`config.mk`:
```
export PLATFORM = sky130hd
export DESIGN_NAME = apx_fp_adder_cfg
export DESIGN_NICKNAME = d
export VERILOG_FILES = /design/src/rtl/apx_fp_pkg.sv /design/src/rtl/apx_lzc.sv /design/src/rtl/apx_fp_adder_cfg.sv
export SDC_FILE = /design/constraint.sdc
export NUM_CORES = 1
export LEC_CHECK = 0
export CORE_MARGIN = 4
export CORE_UTILIZATION = 55
export DETAILED_ROUTE_END_ITERATION = 6
export PLACE_DENSITY = 0.84
export RECOVER_POWER = 25
export SYNTH_ARGS = -nofsm -noshare
export SYNTH_HDL_FRONTEND = slang
export SYNTH_SLANG_ARGS = --single-unit
```
`constraint.sdc`:
```
create_clock -name clk -period 7.05 [get_ports clk]
set_input_delay 2.115 -clock clk [delete_from_list [all_inputs] [get_ports clk]]
set_output_delay 2.115 -clock clk [all_outputs]
set_load 0.03 [all_outputs]
```
`src/rtl/apx_fp_pkg.sv`:
```
// Shared definitions for the approximate floating-point arithmetic units.
package apx_fp_pkg;

    typedef enum logic [2:0] {
        GET_A,
        GET_B,
        UNPACK,
        ALIGN,
        ADD,
        NORM,
        ROUND,
        PUT_Z
    } fp_state_t;

    // Guard, round and sticky bits carried below the significand
    localparam int GRS_W = 3;

    // Canonical quiet NaN: sign 0, exponent all ones, only the mantissa MSB set
    function automatic logic [63:0] canon_nan(input int exp_w, input int man_w);
        logic [63:0] r;
        r = ((64'd1 << exp_w) - 64'd1) << man_w;
        r = r | (64'd1 << (man_w - 1));
        return r;
    endfunction

endpackage

```
`src/rtl/apx_lzc.sv`:
```
// Leading-zero counter; an all-zero input reports WIDTH.
module apx_lzc #(
    parameter int WIDTH = 27,
    parameter int CNT_W = $clog2(WIDTH + 1)
) (
    input  logic [WIDTH-1:0] value,
    output logic [CNT_W-1:0] count
);

    // Scan upward so the highest set bit decides the final count
    always_comb begin
        count = CNT_W'(WIDTH);
        for (int i = 0; i < WIDTH; i++) begin
            if (value[i]) count = CNT_W'(WIDTH - 1 - i);
        end
    end

endmodule

```
`src/rtl/apx_fp_adder_cfg.sv`:
```
// Multi-cycle floating-point adder with a selectable approximate mode that
// discards low significand bits and truncates instead of rounding.
module apx_fp_adder_cfg
    import apx_fp_pkg::*;
#(
    parameter int EXP_W    = 8,
    parameter int MAN_W    = 23,
    parameter int APX_BITS = 9
) (
    input  logic                   clk,
    input  logic                   rst,
    input  logic [EXP_W+MAN_W:0]   input_a,
    input  logic                   input_a_stb,
    output logic                   input_a_ack,
    input  logic [EXP_W+MAN_W:0]   input_b,
    input  logic                   input_b_stb,
    output logic                   input_b_ack,
    input  logic                   apx_en,
    output logic [EXP_W+MAN_W:0]   output_z,
    output logic                   output_z_stb,
    input  logic                   output_z_ack
);

    localparam int W     = 1 + EXP_W + MAN_W;
    localparam int SIG_W = MAN_W + 1;
    localparam int EXT_W = SIG_W + GRS_W;
    localparam int SUM_W = EXT_W + 1;
    localparam int XE_W  = EXP_W + 2;
    localparam int CNT_W = $clog2(EXT_W + 1);

    localparam logic [SIG_W-1:0]       APX_MASK = {SIG_W{1'b1}} << APX_BITS;
    localparam logic [W-1:0]           QNAN     = W'(canon_nan(EXP_W, MAN_W));
    localparam logic [EXP_W-1:0]       EXP_ONES = {EXP_W{1'b1}};
    localparam logic signed [XE_W-1:0] EXP_MAX  = $signed({2'b00, EXP_ONES});
    localparam logic signed [XE_W-1:0] X_ONE    = $signed(XE_W'(1));

    fp_state_t state, next_state;

    logic [W-1:0]            a_reg, b_reg, z_reg;
    logic                    apx_q, big_sign, eff_sub, n_zero, n_sign;
    logic [SIG_W-1:0]        big_sig, small_sig;
    logic [EXP_W-1:0]        diff;
    logic signed [XE_W-1:0]  exp_r;
    logic [EXT_W-1:0]        big_ext, small_ext, norm_r;
    logic [SUM_W-1:0]        sum_r;

    logic                    sa, sb, a_zero, b_zero, a_inf, b_inf, a_nan, b_nan, a_big, special;
    logic [EXP_W-1:0]        ea, eb;
    logic [SIG_W-1:0]        sig_a, sig_b;
    logic [W-1:0]            special_z;
    logic [EXT_W-1:0]        ext_in, shifted, aligned, big_al, small_al;
    logic                    lost;
    logic [CNT_W-1:0]        lz;
    logic [EXT_W-1:0]        norm_next;
    logic signed [XE_W-1:0]  exp_next, exp_f;
    logic                    round_up;
    logic [SIG_W:0]          rounded;
    logic [MAN_W-1:0]        man_f;
    logic [W-1:0]            z_next;

    apx_lzc #(.WIDTH(EXT_W), .CNT_W(CNT_W)) u_lzc (
        .value(sum_r[EXT_W-1:0]),
        .count(lz)
    );

    assign output_z = z_reg;

    // State register; reset abandons any operation in flight
    always_ff @(posedge clk) begin
        if (rst) state <= GET_A;
        else     state <= next_state;
    end

    // Next-state sequencing and handshake outputs decoded from the state
    always_comb begin
        next_state   = state;
        input_a_ack  = 1'b0;
        input_b_ack  = 1'b0;
        output_z_stb = 1'b0;
        case (state)
            GET_A: begin
                input_a_ack = !rst;
                if (input_a_stb) next_state = GET_B;
            end
            GET_B: begin
                input_b_ack = 1'b1;
                if (input_b_stb) next_state = UNPACK;
            end
            UNPACK:  next_state = special ? PUT_Z : ALIGN;
            ALIGN:   next_state = ADD;
            ADD:     next_state = NORM;
            NORM:    next_state = ROUND;
            ROUND:   next_state = PUT_Z;
            PUT_Z: begin
                output_z_stb = 1'b1;
                if (output_z_ack) next_state = GET_A;
            end
            default: next_state = GET_A;
        endcase
    end

    // Operand classification, special-case result and magnitude ordering
    always_comb begin
        sa     = a_reg[W-1];
        sb     = b_reg[W-1];
        ea     = a_reg[W-2:MAN_W];
        eb     = b_reg[W-2:MAN_W];
        a_zero = (ea == '0);
        b_zero = (eb == '0);
        a_inf  = (ea == EXP_ONES) && (a_reg[MAN_W-1:0] == '0);
        b_inf  = (eb == EXP_ONES) && (b_reg[MAN_W-1:0] == '0);
        a_nan  = (ea == EXP_ONES) && (a_reg[MAN_W-1:0] != '0);
        b_nan  = (eb == EXP_ONES) && (b_reg[MAN_W-1:0] != '0);
        sig_a  = a_zero ? '0 : {1'b1, a_reg[MAN_W-1:0]};
        sig_b  = b_zero ? '0 : {1'b1, b_reg[MAN_W-1:0]};
        a_big  = (ea > eb) || ((ea == eb) && (sig_a >= sig_b));
        special   = 1'b1;
        special_z = '0;
        if (a_nan || b_nan || (a_inf && b_inf && (sa != sb))) special_z = QNAN;
        else if (a_inf)                                       special_z = a_reg;
        else if (b_inf)                                       special_z = b_reg;
        else if (a_zero && b_zero)                            special_z = {sa & sb, {(W-1){1'b0}}};
        else                                                  special   = 1'b0;
    end

    // Barrel-align the smaller operand with sticky collection, then apply the approximation mask
    always_comb begin
        ext_in = {small_sig, {GRS_W{1'b0}}};
        if (int'(diff) >= EXT_W) begin
            shifted = '0;
            lost    = |small_sig;
        end else begin
            shifted = ext_in >> diff;
            lost    = |(ext_in & ~({EXT_W{1'b1}} << diff));
        end
        aligned = {shifted[EXT_W-1:1], shifted[0] | lost};
        if (apx_q) begin
            big_al   = {big_sig & APX_MASK, {GRS_W{1'b0}}};
            small_al = {aligned[EXT_W-1:GRS_W] & APX_MASK, {GRS_W{1'b0}}};
        end else begin
            big_al   = {big_sig, {GRS_W{1'b0}}};
            small_al = aligned;
        end
    end

    // Normalisation: one right shift on carry-out, otherwise a leading-zero left shift
    always_comb begin
        if (sum_r[SUM_W-1]) begin
            norm_next = {sum_r[SUM_W-1:2], sum_r[1] | sum_r[0]};
            exp_next  = exp_r + X_ONE;
        end else begin
            norm_next = sum_r[EXT_W-1:0] << lz;
            exp_next  = exp_r - $signed(XE_W'(lz));
        end
    end

    // Rounding (nearest-even or truncation) and final packing with overflow to infinity
    always_comb begin
        round_up = !apx_q && norm_r[2] && (norm_r[1] || norm_r[0] || norm_r[GRS_W]);
        rounded  = {1'b0, norm_r[EXT_W-1:GRS_W]} + (SIG_W+1)'(round_up);
        if (rounded[SIG_W]) begin
            man_f = rounded[MAN_W:1];
            exp_f = exp_r + X_ONE;
        end else begin
            man_f = rounded[MAN_W-1:0];
            exp_f = exp_r;
        end
        if (n_zero)                z_next = {n_sign, {(W-1){1'b0}}};
        else if (exp_f >= EXP_MAX) z_next = {n_sign, EXP_ONES, {MAN_W{1'b0}}};
        else                       z_next = {n_sign, exp_f[EXP_W-1:0], man_f};
    end

    // Datapath registers advanced one pipeline step per state
    always_ff @(posedge clk) begin
        if (rst) begin
            z_reg <= '0;
        end else begin
            case (state)
                GET_A: if (input_a_stb) a_reg <= input_a;
                GET_B: begin
                    if (input_b_stb) begin
                        b_reg <= input_b;
                        apx_q <= apx_en;
                    end
                end
                UNPACK: begin
                    big_sign  <= a_big ? sa : sb;
                    big_sig   <= a_big ? sig_a : sig_b;
                    small_sig <= a_big ? sig_b : sig_a;
                    diff      <= a_big ? (ea - eb) : (eb - ea);
                    exp_r     <= $signed({2'b00, a_big ? ea : eb});
                    eff_sub   <= sa ^ sb;
                    if (special) z_reg <= special_z;
                end
                ALIGN: begin
                    big_ext   <= big_al;
                    small_ext <= small_al;
                end
                ADD: begin
                    if (eff_sub) sum_r <= {1'b0, big_ext} - {1'b0, small_ext};
                    else         sum_r <= {1'b0, big_ext} + {1'b0, small_ext};
                end
                NORM: begin
                    norm_r <= norm_next;
                    exp_r  <= exp_next;
                    n_zero <= (sum_r == '0) || (exp_next < X_ONE);
                    n_sign <= (sum_r == '0) ? 1'b0 : big_sign;
                end
                ROUND: z_reg <= z_next;
                default: ;
            endcase
        end
    end

endmodule
```
After elaboration in Yosys (flattened, before gate mapping) --
Index checks and enable logic that the tools add are counted. W data, S select, Z words.
Storage, ports and cells: register bits after elaboration 279, output and inout bits 35
Cells by class: equal/unequal tests 15, reduce and logical (&&, ||, !) cells 40, shift-type cells 3, order comparisons 5, muxes and demuxes 62, $add $sub $neg 7, bitwise logic cells 7
Operators with widths (number):
- $mux W32 | 5
- $mux W24 | 4
- $mux W5 | 16
- $pmux W32 S2 | 1
- $mux W31 | 2
- $logic_not A23 Y1 | 2
- $reduce_bool A23 Y1 | 2
- $mux W4 | 8
- $add A27 B27 Y28 | 1
- $logic_not A28 Y1 | 1
- $mux W28 | 1
- $sub A27 B27 Y28 | 1
- $and A27 B27 Y27 | 1
- $mux W27 | 1
- $not A27 Y27 | 1
- $reduce_or A27 Y1 | 1
- $shl A27 B5 Y27 | 1
- $shl A27 B8 Y27 const A | 1
- $shr A27 B8 Y27 | 1
- $mux W26 | 1
- $add A24 B1 Y25 | 1
- $ge A24 B24 Y1 | 1
- $pmux W3 S8 | 1
- $reduce_or A24 Y1 | 1
- other kinds (34) | 83

Longest topological paths before layout --
Gate-level depths: netlist (run 1).
depth in word-level cells 31, depth in mapped cells 20

Modules after synthesis --
Synthesis (run 1) repeated with hierarchy kept, for this count alone.
Unflattened totals: cells, all modules 1896, area total of the unflattened synthesis 17927.2 sq um
By module, submodules not included:
- apx_fp_adder_cfg | cells each 1845, times used 1, sequential area each 7937.6 sq um, area each 17649.4 sq um
- apx_lzc | cells each 51, times used 1, sequential area each 0.0 sq um, area each 277.8 sq um

Least setup slack after synthesis (run 1) --
No wires, ideal clock.
path kind input to register, start input rst, end register exp_r[0], enable pin, arrival time 6.898 ns, setup slack -0.170 ns, stages 3, setup time 0.322 ns, required time 6.728 ns, path buffers 0, path through nand2b_1 nor3_1 or2_2
Between the ends: cells in the longest elaborated chain, start to end 2
Ends and longest elaborated chain:
- start, declared | RTL line apx_fp_adder_cfg.sv:11 | input logic rst,
- $not A1 Y1 (no line)
- $reduce_and A2 Y1 (no line)
- end signal, assigned | RTL line apx_fp_adder_cfg.sv:191 | exp_r <= $signed({2'b00, a_big ? ea : eb});
- end signal, assigned | RTL line apx_fp_adder_cfg.sv:205 | exp_r <= exp_next;
- end, declared | RTL line apx_fp_adder_cfg.sv:43 | logic signed [XE_W-1:0] exp_r;
No other way between the ends. A chain may end at the register's enable or synchronous reset.

Final worst setup path (run 1) --
start input rst, end output input_a_ack
Between the ends: cells in the longest elaborated chain, start to end 2
Ends and longest elaborated chain:
- $logic_not A1 Y1 | RTL line apx_fp_adder_cfg.sv:82 | input_a_ack = !rst;
- $mux W1 | RTL line apx_fp_adder_cfg.sv:80 | case (state)
- end, declared | RTL line apx_fp_adder_cfg.sv:14 | output logic input_a_ack,
No other way between the ends.

==> results.sh, run 1 <==
export IMPL_outcome="finished with violations"
export IMPL_violations="capacitance limit, slew limit"
export IMPL_worst_path_max_delay_cell="clkdlybuf4s50_1"
export IMPL_ys_async_sr_fraction_pct=0
export IMPL_ys_warn_count=0
export IMPL_synth_cell_type_count=91
export IMPL_cts_root_buf="clkbuf_16"
export IMPL_pin_count=105
export IMPL_slew_headroom_pct=-39.5
export IMPL_max_clock_freq_ghz=0.171
export IMPL_grt_start_max_net_pins=118
export IMPL_die_area_mm2=0.0361
export IMPL_holdPathStages=0
export IMPL_nNetsFinal=2163
export IMPL_worstSetupPathType="in2out"
export IMPL_combPwrFrac_pct=10.3
export IMPL_clk_latency_ns=0.58
export IMPL_dpl_hpwl_mm=34.8
export IMPL_synthCells=1943
export IMPL_path_max_fanout=13
export IMPL_p_total_mw=3.82
export IMPL_cp_cell_sequence="clkdlybuf4s50_1, buf_4, nor4_1, clkdlybuf4s50_1"
export IMPL_htree_levels=1
export IMPL_vias_per_cell=6.27
export IMPL_cts_tree="done"
export IMPL_setup_viol=0
export IMPL_drt_pass1_iterations=6
export IMPL_grt_pass1_wl_mm=75.5
export IMPL_start_util_pct=55.9
export IMPL_seq_power_share_pct=49.4
export IMPL_pre_cts_ws_ns=1.22
export IMPL_max_cap_viol_count=3
export IMPL_fin_crit_sh_pct=82.7
export IMPL_path_buf_inv=3
export IMPL_rows=66
export IMPL_avgRoutedWirePerCell_um=19.2
export IMPL_vias=15407
export IMPL_switching_share_pct=24.1
export IMPL_syn_to_final_growth_pct=12.6
export IMPL_wl_mm=47.2
export IMPL_grt_overflow=0
export IMPL_core_mm2=0.0326
export IMPL_path_depth=4
export IMPL_cts_setup_buffers=0
export IMPL_n_fill_cell=2568
export IMPL_die_h_um=190
export IMPL_powerDensity_mw_per_mm2=186
export IMPL_mostFrequentLayoutCell="edfxtp_1"
export IMPL_antenna_found_initial=0
export IMPL_start_kind="primary input"
export IMPL_hold_class="reg2reg"
export IMPL_cts_resized=0
export IMPL_p_leak_nw=7.64
export IMPL_clockBufferDepth=3
export IMPL_port_buffers=104
export IMPL_ant_nets=0
export IMPL_holdBufCountCts=0
export IMPL_setup_ws_ns=1.22
export IMPL_clock_sinks=276
export IMPL_synth_seq_area_share_pct=43.5
export IMPL_r2r_cells=15
export IMPL_rsz0062_at_grt="false"
export IMPL_report_final_slew_viol_count=132
export IMPL_cpLargestDelayFamily="buffers and inverters"
export IMPL_worst_pin_slew_ns=2.09
export IMPL_drc=0
export IMPL_syn_num_nets=2114
export IMPL_syn_cell_area_mm2=0.0182
export IMPL_layout_common_cells="edfxtp_1, nand2_1, o21ai_0"
export IMPL_p_int_mw=2.90
export IMPL_ys_flop_type="edfxtp_1"
export IMPL_floorplan_die_width_um=190
export IMPL_power_switching_mw=0.923
export IMPL_arrival_ns=3.72
export IMPL_numCtsBuffers=29
export IMPL_cpPeakStageDelay_ns=0.74
export IMPL_finalClockSkew_ns=0.0207
export IMPL_synth_edf_count=241
export IMPL_clk_pin_slew_ns=0.06
export IMPL_yosys_register_bits=276
export IMPL_clkPwrFrac_pct=40.2
export IMPL_fin_crit_ns=5.83
export IMPL_path_common_cell="clkdlybuf4s50_1"
export IMPL_finalHoldViolCount=0
export IMPL_grt_pass1_vias=14628
export IMPL_gp_congestion=1.01
export IMPL_diodes=0
export IMPL_fin_tns_setup_ns=0
export IMPL_grt_usage_pct=25.3
export IMPL_drt_initial_drc_count=1656
export IMPL_worstPathRequired_ns=4.93
export IMPL_end_kind="output port"
export IMPL_ir_drop_mv=0.270
export IMPL_syn_area_per_cell_um2=9.39
export IMPL_drive_above_1_share_pct=6.95
[stage by stage]
stage / hold slack [ns] / area, µm² / util [%] / instances
floorplan: 0.400 / 18200 / - / 1943
CTS: 0.410 / 20600 / 63.0 / 2457
detailed placement: 0.413 / 19600 / 60.1 / 2403
global route: 0.415 / 20500 / 63.0 / 2457
global placement: 0.403 / 19600 / 60.1 / 2403
finish: 0.421 / 20500 / 63.0 / 2457
[cells by family (layout without fill, tap and decap cells)]
logic type / count (synthesis) / count (layout) / share of synthesized area (%)
AO/OA/AOI/OAI: 519 / 519 / 18.1
XOR/XNOR: 66 / 66 / 3.17
adder cells (fa/ha/maj): 101 / 101 / 7.09
buffers and inverters: 233 / 305 / 5.19
flip-flops: 276 / 276 / 43.5
multiplexers: 74 / 74 / 5.40
AND/OR/NAND/NOR: 674 / 674 / 17.5
[path summary, 6_finish.rpt]
check | start | endpoint | slack [ns]
hold / removal | big_sig[10] | big_ext[13] | 0.42
setup / recovery | rst | input_a_ack | 1.22
hold reg to reg | big_sig[10] | big_ext[13] | 0.42
setup reg to reg | a_reg[24] | diff[6] | 1.89
[area by class of cell]
type	instances	area, µm²	share of cell area [%]
Clock buffer	40	830	4.04
Clock inverter	14	140	0.682
Inverter	122	458	2.23
Multi-Input combinational cell	1434	9410	45.8
Sequential cell	276	7940	38.6
Tap cell	442	553	2.69
Timing Repair Buffer	129	1210	5.91
[layer usage]
| layer | wire (µm) | track usage, % | vias up |
|---|---|---|---|
| met1 | 19000 | 32.3 | 7234 |
| li1 | - | - | 7257 |
| met5 | 0 | 0 | - |
| met4 | 2280 | 11.1 | 0 |
| met3 | 3120 | 3.14 | 155 |
| met2 | 22800 | 43.5 | 761 |
[synth_stat cells (all sizes together), types with 35 or more instances]
| cell type | count | area, µm² |
|---|---|---|
| ha | 97 | 1210 |
| nor3 | 41 | 238 |
| o21ai | 166 | 831 |
| nand2 | 235 | 890 |
| a21oi | 125 | 637 |
| buf | 39 | 216 |
| mux2i | 47 | 490 |
| dfxtp | 35 | 701 |
| edfxtp | 241 | 7240 |
| nor2 | 150 | 566 |
| xnor2 | 38 | 333 |
| clkbuf | 72 | 273 |
| inv | 122 | 458 |
| nand3 | 74 | 370 |
[worst register-to-register path, stage by stage, from the launching register on]
cell      delay [ns]
edfxtp_1        0.51
nor4_1          0.31
nand2_1         0.56
nand2_1         0.29
ha_1            0.25
nand2b_1        0.15
a21o_1          0.17
a21oi_1         0.25
o21ai_0         0.14
o41a_1          0.34
o31ai_1         0.60
a31oi_4         0.28
buf_4           0.47
a211oi_1        0.36
a21oi_1         0.08
xor2_1          0.17
[power groups by stage]
stage          logic, mW  clock network (mW)  registers, mW
6_report           0.395                1.54           1.89
4_1_cts            0.398                1.56           1.89
5_1_grt            0.436                1.63           1.89
2_1_floorplan      0.279                   0           1.90
3_3_place_gp       0.381                   0           1.92
3_5_place_dp       0.394                   0           1.92
Note: power is estimated with default switching activity, not from simulation.
==> run 2, diff against run 1 <==
==> constraint.sdc (replaced) <==
create_clock -name clk -period 5.1 [get_ports clk]
set_input_delay 1.53 -clock clk [delete_from_list [all_inputs] [get_ports clk]]
set_output_delay 1.53 -clock clk [all_outputs]
set_load 0.03 [all_outputs]
==> results.sh, run 2 (synthesized netlist as in run 1, its figures left out) <==
export IMPL_holdBufCountCts=0
export IMPL_max_clock_freq_ghz=0.213
export IMPL_rrSetupSlack_ns=0.41
export IMPL_finalClockSkew_ns=0.0112
export IMPL_final_util_pct=63.0
export IMPL_holdPathStages=0
export IMPL_path_max_fanout=15
export IMPL_antenna_found_initial=0
export IMPL_rsz0062_at_grt="false"
export IMPL_worst_pin_slew_ns=2.07
export IMPL_p_leak_nw=7.67
export IMPL_fin_crit_sh_pct=91.9
export IMPL_die_h_um=190
export IMPL_dpl_hpwl_mm=37.7
export IMPL_worstSetupPathType="reg2reg"
export IMPL_slew_headroom_pct=-38.2
export IMPL_setup_viol=0
export IMPL_drt_pass1_iterations=6
export IMPL_ant_nets=0
export IMPL_outcome="finished with violations"
export IMPL_avgRoutedWirePerCell_um=20.4
export IMPL_drc=0
export IMPL_r2r_cells=19
export IMPL_violations="capacitance limit, slew limit"
export IMPL_numCtsBuffers=30
export IMPL_htree_levels=1
export IMPL_path_common_cell="a21oi_1"
export IMPL_arrival_ns=5.09
export IMPL_fin_tns_setup_ns=0
export IMPL_die_area_mm2=0.0361
export IMPL_ir_drop_mv=0.371
export IMPL_setup_ws_ns=0.413
export IMPL_diodes=0
export IMPL_rows=66
export IMPL_clk_pin_slew_ns=0.06
export IMPL_start_util_pct=55.9
export IMPL_finalHoldViolCount=0
export IMPL_drive_above_1_share_pct=7.36
export IMPL_gp_congestion=0.921
export IMPL_worstHoldStart="big_sig[23]"
export IMPL_grt_overflow=0
export IMPL_nNetsFinal=2171
export IMPL_r2r_start="sum_r[1]"
export IMPL_report_final_slew_viol_count=137
export IMPL_fin_crit_ns=4.69
export IMPL_hold_path_endpoint="big_ext[26]"
export IMPL_n_fill_cell=2655
export IMPL_pin_count=105
export IMPL_grt_pass1_vias=14952
export IMPL_max_cap_viol_count=4
export IMPL_start_kind="register"
export IMPL_vias=15473
export IMPL_cts_tree="done"
export IMPL_cpPeakStageDelay_ns=0.62
export IMPL_clk_latency_ns=0.55
export IMPL_grt_pass1_wl_mm=80.0
export IMPL_worst_path_max_delay_cell="a21oi_2"
export IMPL_drt_initial_drc_count=1582
export IMPL_wl_mm=50.3
export IMPL_timing_rr_end="n_zero"
export IMPL_cp_cell_sequence="nand2b_1, a21oi_1, o21ai_1, a21oi_2, o31ai_4, nand2_2, inv_1, ha_1, fa_1, nor2b_1, o21ai_0, a21boi_1, nor4_1, a21oi_1, xnor2_1, or3_1, nand4bb_1, or4_1, nand3b_1"
export IMPL_mostFrequentLayoutCell="edfxtp_1"
export IMPL_layout_common_cells="edfxtp_1, nand2_1, nor2_1, o21ai_0, a21oi_1"
export IMPL_p_total_mw=5.18
export IMPL_pre_cts_ws_ns=0.498
export IMPL_powerDensity_mw_per_mm2=252
export IMPL_clockBufferDepth=3
export IMPL_floorplan_die_width_um=190
export IMPL_worstPathRequired_ns=5.50
export IMPL_clock_sinks=276
export IMPL_placed_cells=2410
export IMPL_layoutNonFillerInstCount=2466
export IMPL_end_kind="register"
export IMPL_grt_usage_pct=27.1
export IMPL_syn_to_final_growth_pct=12.7
export IMPL_vias_per_cell=6.27
export IMPL_hold_class="reg2reg"
export IMPL_core_mm2=0.0326
export IMPL_cts_resized=0
export IMPL_grt_start_max_net_pins=97
export IMPL_cts_setup_buffers=0
export IMPL_cts_root_buf="clkbuf_16"
export IMPL_port_buffers=104
[run 2: metal layers]
layer | vias to the layer above | global-route usage, % | wire (µm)
met4 | 0 | 9.24 | 1800
met3 | 115 | 2.95 | 3300
li1 | 7260 | - | -
met2 | 734 | 47.7 | 24900
met1 | 7364 | 35.0 | 20300
met5 | - | 0 | 0
[run 2: cell type report]
type / instances / area (µm²) / share of cell area (%)
clock buffer: 35 / 791 / 3.85
multi-input combinational: 1434 / 9420 / 45.8
timing repair buffer: 136 / 1270 / 6.20
sequential: 276 / 7940 / 38.6
tap: 442 / 553 / 2.69
clock inverter: 21 / 125 / 0.609
inverter: 122 / 458 / 2.23
[run 2: how the worst max path moves through the flow]
stage / to / from / cells after the start
6_report: n_zero / sum_r[1] / 19
5_1_grt: n_zero / sum_r[1] / 19
4_1_cts: n_zero / sum_r[1] / 19
3_5_place_dp: n_zero / sum_r[1] / 19
3_3_place_gp: n_zero / sum_r[1] / 19
2_1_floorplan: exp_r[0] / rst / 3
[run 2: report_power, final]
part	internal (mW)	switching (mW)
sequential	2.54	0.0735
clock	1.12	0.896
combinational	0.222	0.334
[run 2: metrics by stage]
| step | hold WS (ns) | cell area (µm²) |
|---|---|---|
| floorplan | 0.400 | 18300 |
| global placement | 0.402 | 19700 |
| detailed placement | 0.405 | 19700 |
| CTS | 0.418 | 20600 |
| global route | 0.424 | 20600 |
| finish | 0.419 | 20600 |
[run 2: critical path, delay by kind of cell, from the launching register on]
family / cells / cell delay, ns
compound gates: 7 / 1.51
buf+inv: 1 / 0.13
flops: 1 / 0.49
xor+xnor: 1 / 0.11
simple gates: 8 / 1.64
fa+ha+maj: 2 / 0.64
==> run 3, diff against run 2 <==
--- a/config.mk
+++ b/config.mk
@@ -7,6 +7,7 @@
 export LEC_CHECK = 0
 export CORE_MARGIN = 4
 export CORE_UTILIZATION = 55
+export CTS_BUF_LIST = sky130_fd_sc_hd__clkbuf_8
 export DETAILED_ROUTE_END_ITERATION = 6
 export PLACE_DENSITY = 0.84
 export RECOVER_POWER = 25
==> results.sh, run 3 (synthesized netlist as in run 1, its figures left out) <==
export IMPL_ant_nets=0
export IMPL_cts_setup_buffers=0
export IMPL_start_util_pct=55.9
export IMPL_cts_resized=0
export IMPL_drt_initial_drc_count=1675
export IMPL_rows=66
export IMPL_p_int_mw=3.88
export IMPL_combPwrFrac_pct=10.6
export IMPL_clockBufferDepth=3
export IMPL_switching_share_pct=25.6
export IMPL_clock_sinks=276
export IMPL_diodes=0
export IMPL_clk_latency_ns=0.62
export IMPL_path_max_fanout=15
export IMPL_cts_root_buf="clkbuf_8"
export IMPL_port_buffers=104
export IMPL_rsz0062_at_grt="false"
export IMPL_clkPwrFrac_pct=39.1
export IMPL_slew_headroom_pct=-37.9
export IMPL_gp_congestion=0.921
export IMPL_grt_pass1_wl_mm=80.0
export IMPL_clk_pin_slew_ns=0.06
export IMPL_arrival_ns=5.15
export IMPL_end_kind="register"
export IMPL_drc=3
export IMPL_vias=15578
export IMPL_fin_crit_ns=4.70
export IMPL_grt_pass1_vias=14987
export IMPL_numCtsBuffers=46
export IMPL_outcome="finished with violations"
export IMPL_die_area_mm2=0.0361
export IMPL_power_switching_mw=1.33
export IMPL_max_clock_freq_ghz=0.213
export IMPL_nNetsFinal=2187
export IMPL_ir_drop_mv=0.263
export IMPL_hold_ws_ns=0.422
export IMPL_violations="DRC, capacitance limit, slew limit"
export IMPL_seq_power_share_pct=50.2
export IMPL_vias_per_cell=6.25
export IMPL_syn_to_final_growth_pct=12.8
export IMPL_grt_overflow=0
export IMPL_finalClockSkew_ns=0.0319
export IMPL_htree_levels=2
export IMPL_finalHoldViolCount=0
export IMPL_report_final_slew_viol_count=137
export IMPL_die_h_um=190
export IMPL_antenna_found_initial=0
export IMPL_floorplan_die_width_um=190
export IMPL_placed_cells=2410
export IMPL_max_cap_viol_count=4
export IMPL_powerDensity_mw_per_mm2=253
export IMPL_p_total_mw=5.21
export IMPL_drt_pass1_iterations=7
export IMPL_drive_above_1_share_pct=8.00
export IMPL_wl_mm=50.5
export IMPL_mostFrequentLayoutCell="edfxtp_1"
export IMPL_worstSetupPathType="reg2reg"
export IMPL_start_kind="register"
export IMPL_holdBufCountCts=0
export IMPL_worstPathRequired_ns=5.55
export IMPL_p_leak_nw=7.72
export IMPL_core_mm2=0.0326
export IMPL_layoutNonFillerInstCount=2493
export IMPL_fin_crit_sh_pct=92.1
export IMPL_hold_class="reg2reg"
export IMPL_grt_usage_pct=27.4
export IMPL_avgRoutedWirePerCell_um=20.2
export IMPL_n_fill_cell=2658
export IMPL_fin_tns_setup_ns=0
export IMPL_cts_tree="done"
export IMPL_pin_count=105
export IMPL_grt_start_max_net_pins=97
export IMPL_layout_common_cells="edfxtp_1, nand2_1, nor2_1, o21ai_0, inv_1"
export IMPL_dpl_hpwl_mm=37.7
export IMPL_setup_viol=0
export IMPL_worst_pin_slew_ns=2.07
-- run 3: changes by cell type in the layout (fill, tap and decap cells not counted), sizes merged --
| cell | before | now |
|---|---|---|
| clkinv | 15 | 23 |
| inv | 127 | 131 |
| clkbuf | 40 | 51 |
| clkinvlp | 1 | 0 |
| bufinv | 0 | 5 |
-- run 3: final timing paths --
path                    start     endpoint  slack, ns  cells after the start
hold reg to reg   big_sig[23]  big_ext[26]       0.42                      0
setup / recovery     sum_r[1]       n_zero       0.40                     19
setup reg to reg     sum_r[1]       n_zero       0.40                     19
hold / removal    big_sig[23]  big_ext[26]       0.42                      0
-- run 3: per-stage QoR --
step / instance area (µm²) / worst slack, ns / util [%]
floorplan: 18300 / 0.340 / -
global placement: 19700 / 0.543 / 60.3
detailed placement: 19700 / 0.498 / 60.3
CTS: 20600 / 0.465 / 63.2
global route: 20600 / 0.106 / 63.1
finish: 20600 / 0.401 / 63.1
-- run 3: metal layers --
metal / GRT usage, % / up-vias / routed length (µm)
li1: - / 7291 / -
met1: 35.2 / 7421 / 20300
met2: 46.6 / 724 / 24700
met3: 4.09 / 142 / 3260
met4: 11.5 / 0 / 2220
met5: 0 / - / 0
-- run 3: power by group through the flow --
stage | logic (mW) | registers (mW) | clock network, mW
6_report | 0.555 | 2.61 | 2.04
5_1_grt | 0.611 | 2.62 | 2.18
4_1_cts | 0.560 | 2.61 | 2.08
3_5_place_dp | 0.556 | 2.66 | 0
3_3_place_gp | 0.541 | 2.66 | 0
2_1_floorplan | 0.387 | 2.63 | 0
-- run 3: layout make-up --
cell class	count	area [µm²]	share of cell area, %
Clock inverter	37	314	1.53
Clock buffer	46	633	3.08
Sequential cell	276	7940	38.6
Inverter	122	458	2.23
Tap cell	442	553	2.69
Timing Repair Buffer	136	1270	6.19
Multi-Input combinational cell	1434	9410	45.7
-- run 3: worst max-delay path, cell delays in order, from the launching register on --
cell	delay, ns
edfxtp_1	0.49
nand2b_1	0.19
a21oi_1	0.15
o21ai_1	0.09
a21oi_2	0.62
o31ai_4	0.16
nand2_2	0.18
inv_1	0.13
ha_1	0.24
fa_1	0.42
nor2b_1	0.13
o21ai_0	0.10
a21boi_1	0.21
nor4_1	0.09
a21oi_1	0.17
xnor2_1	0.11
or3_1	0.37
nand4bb_1	0.17
or4_1	0.41
nand3b_1	0.10
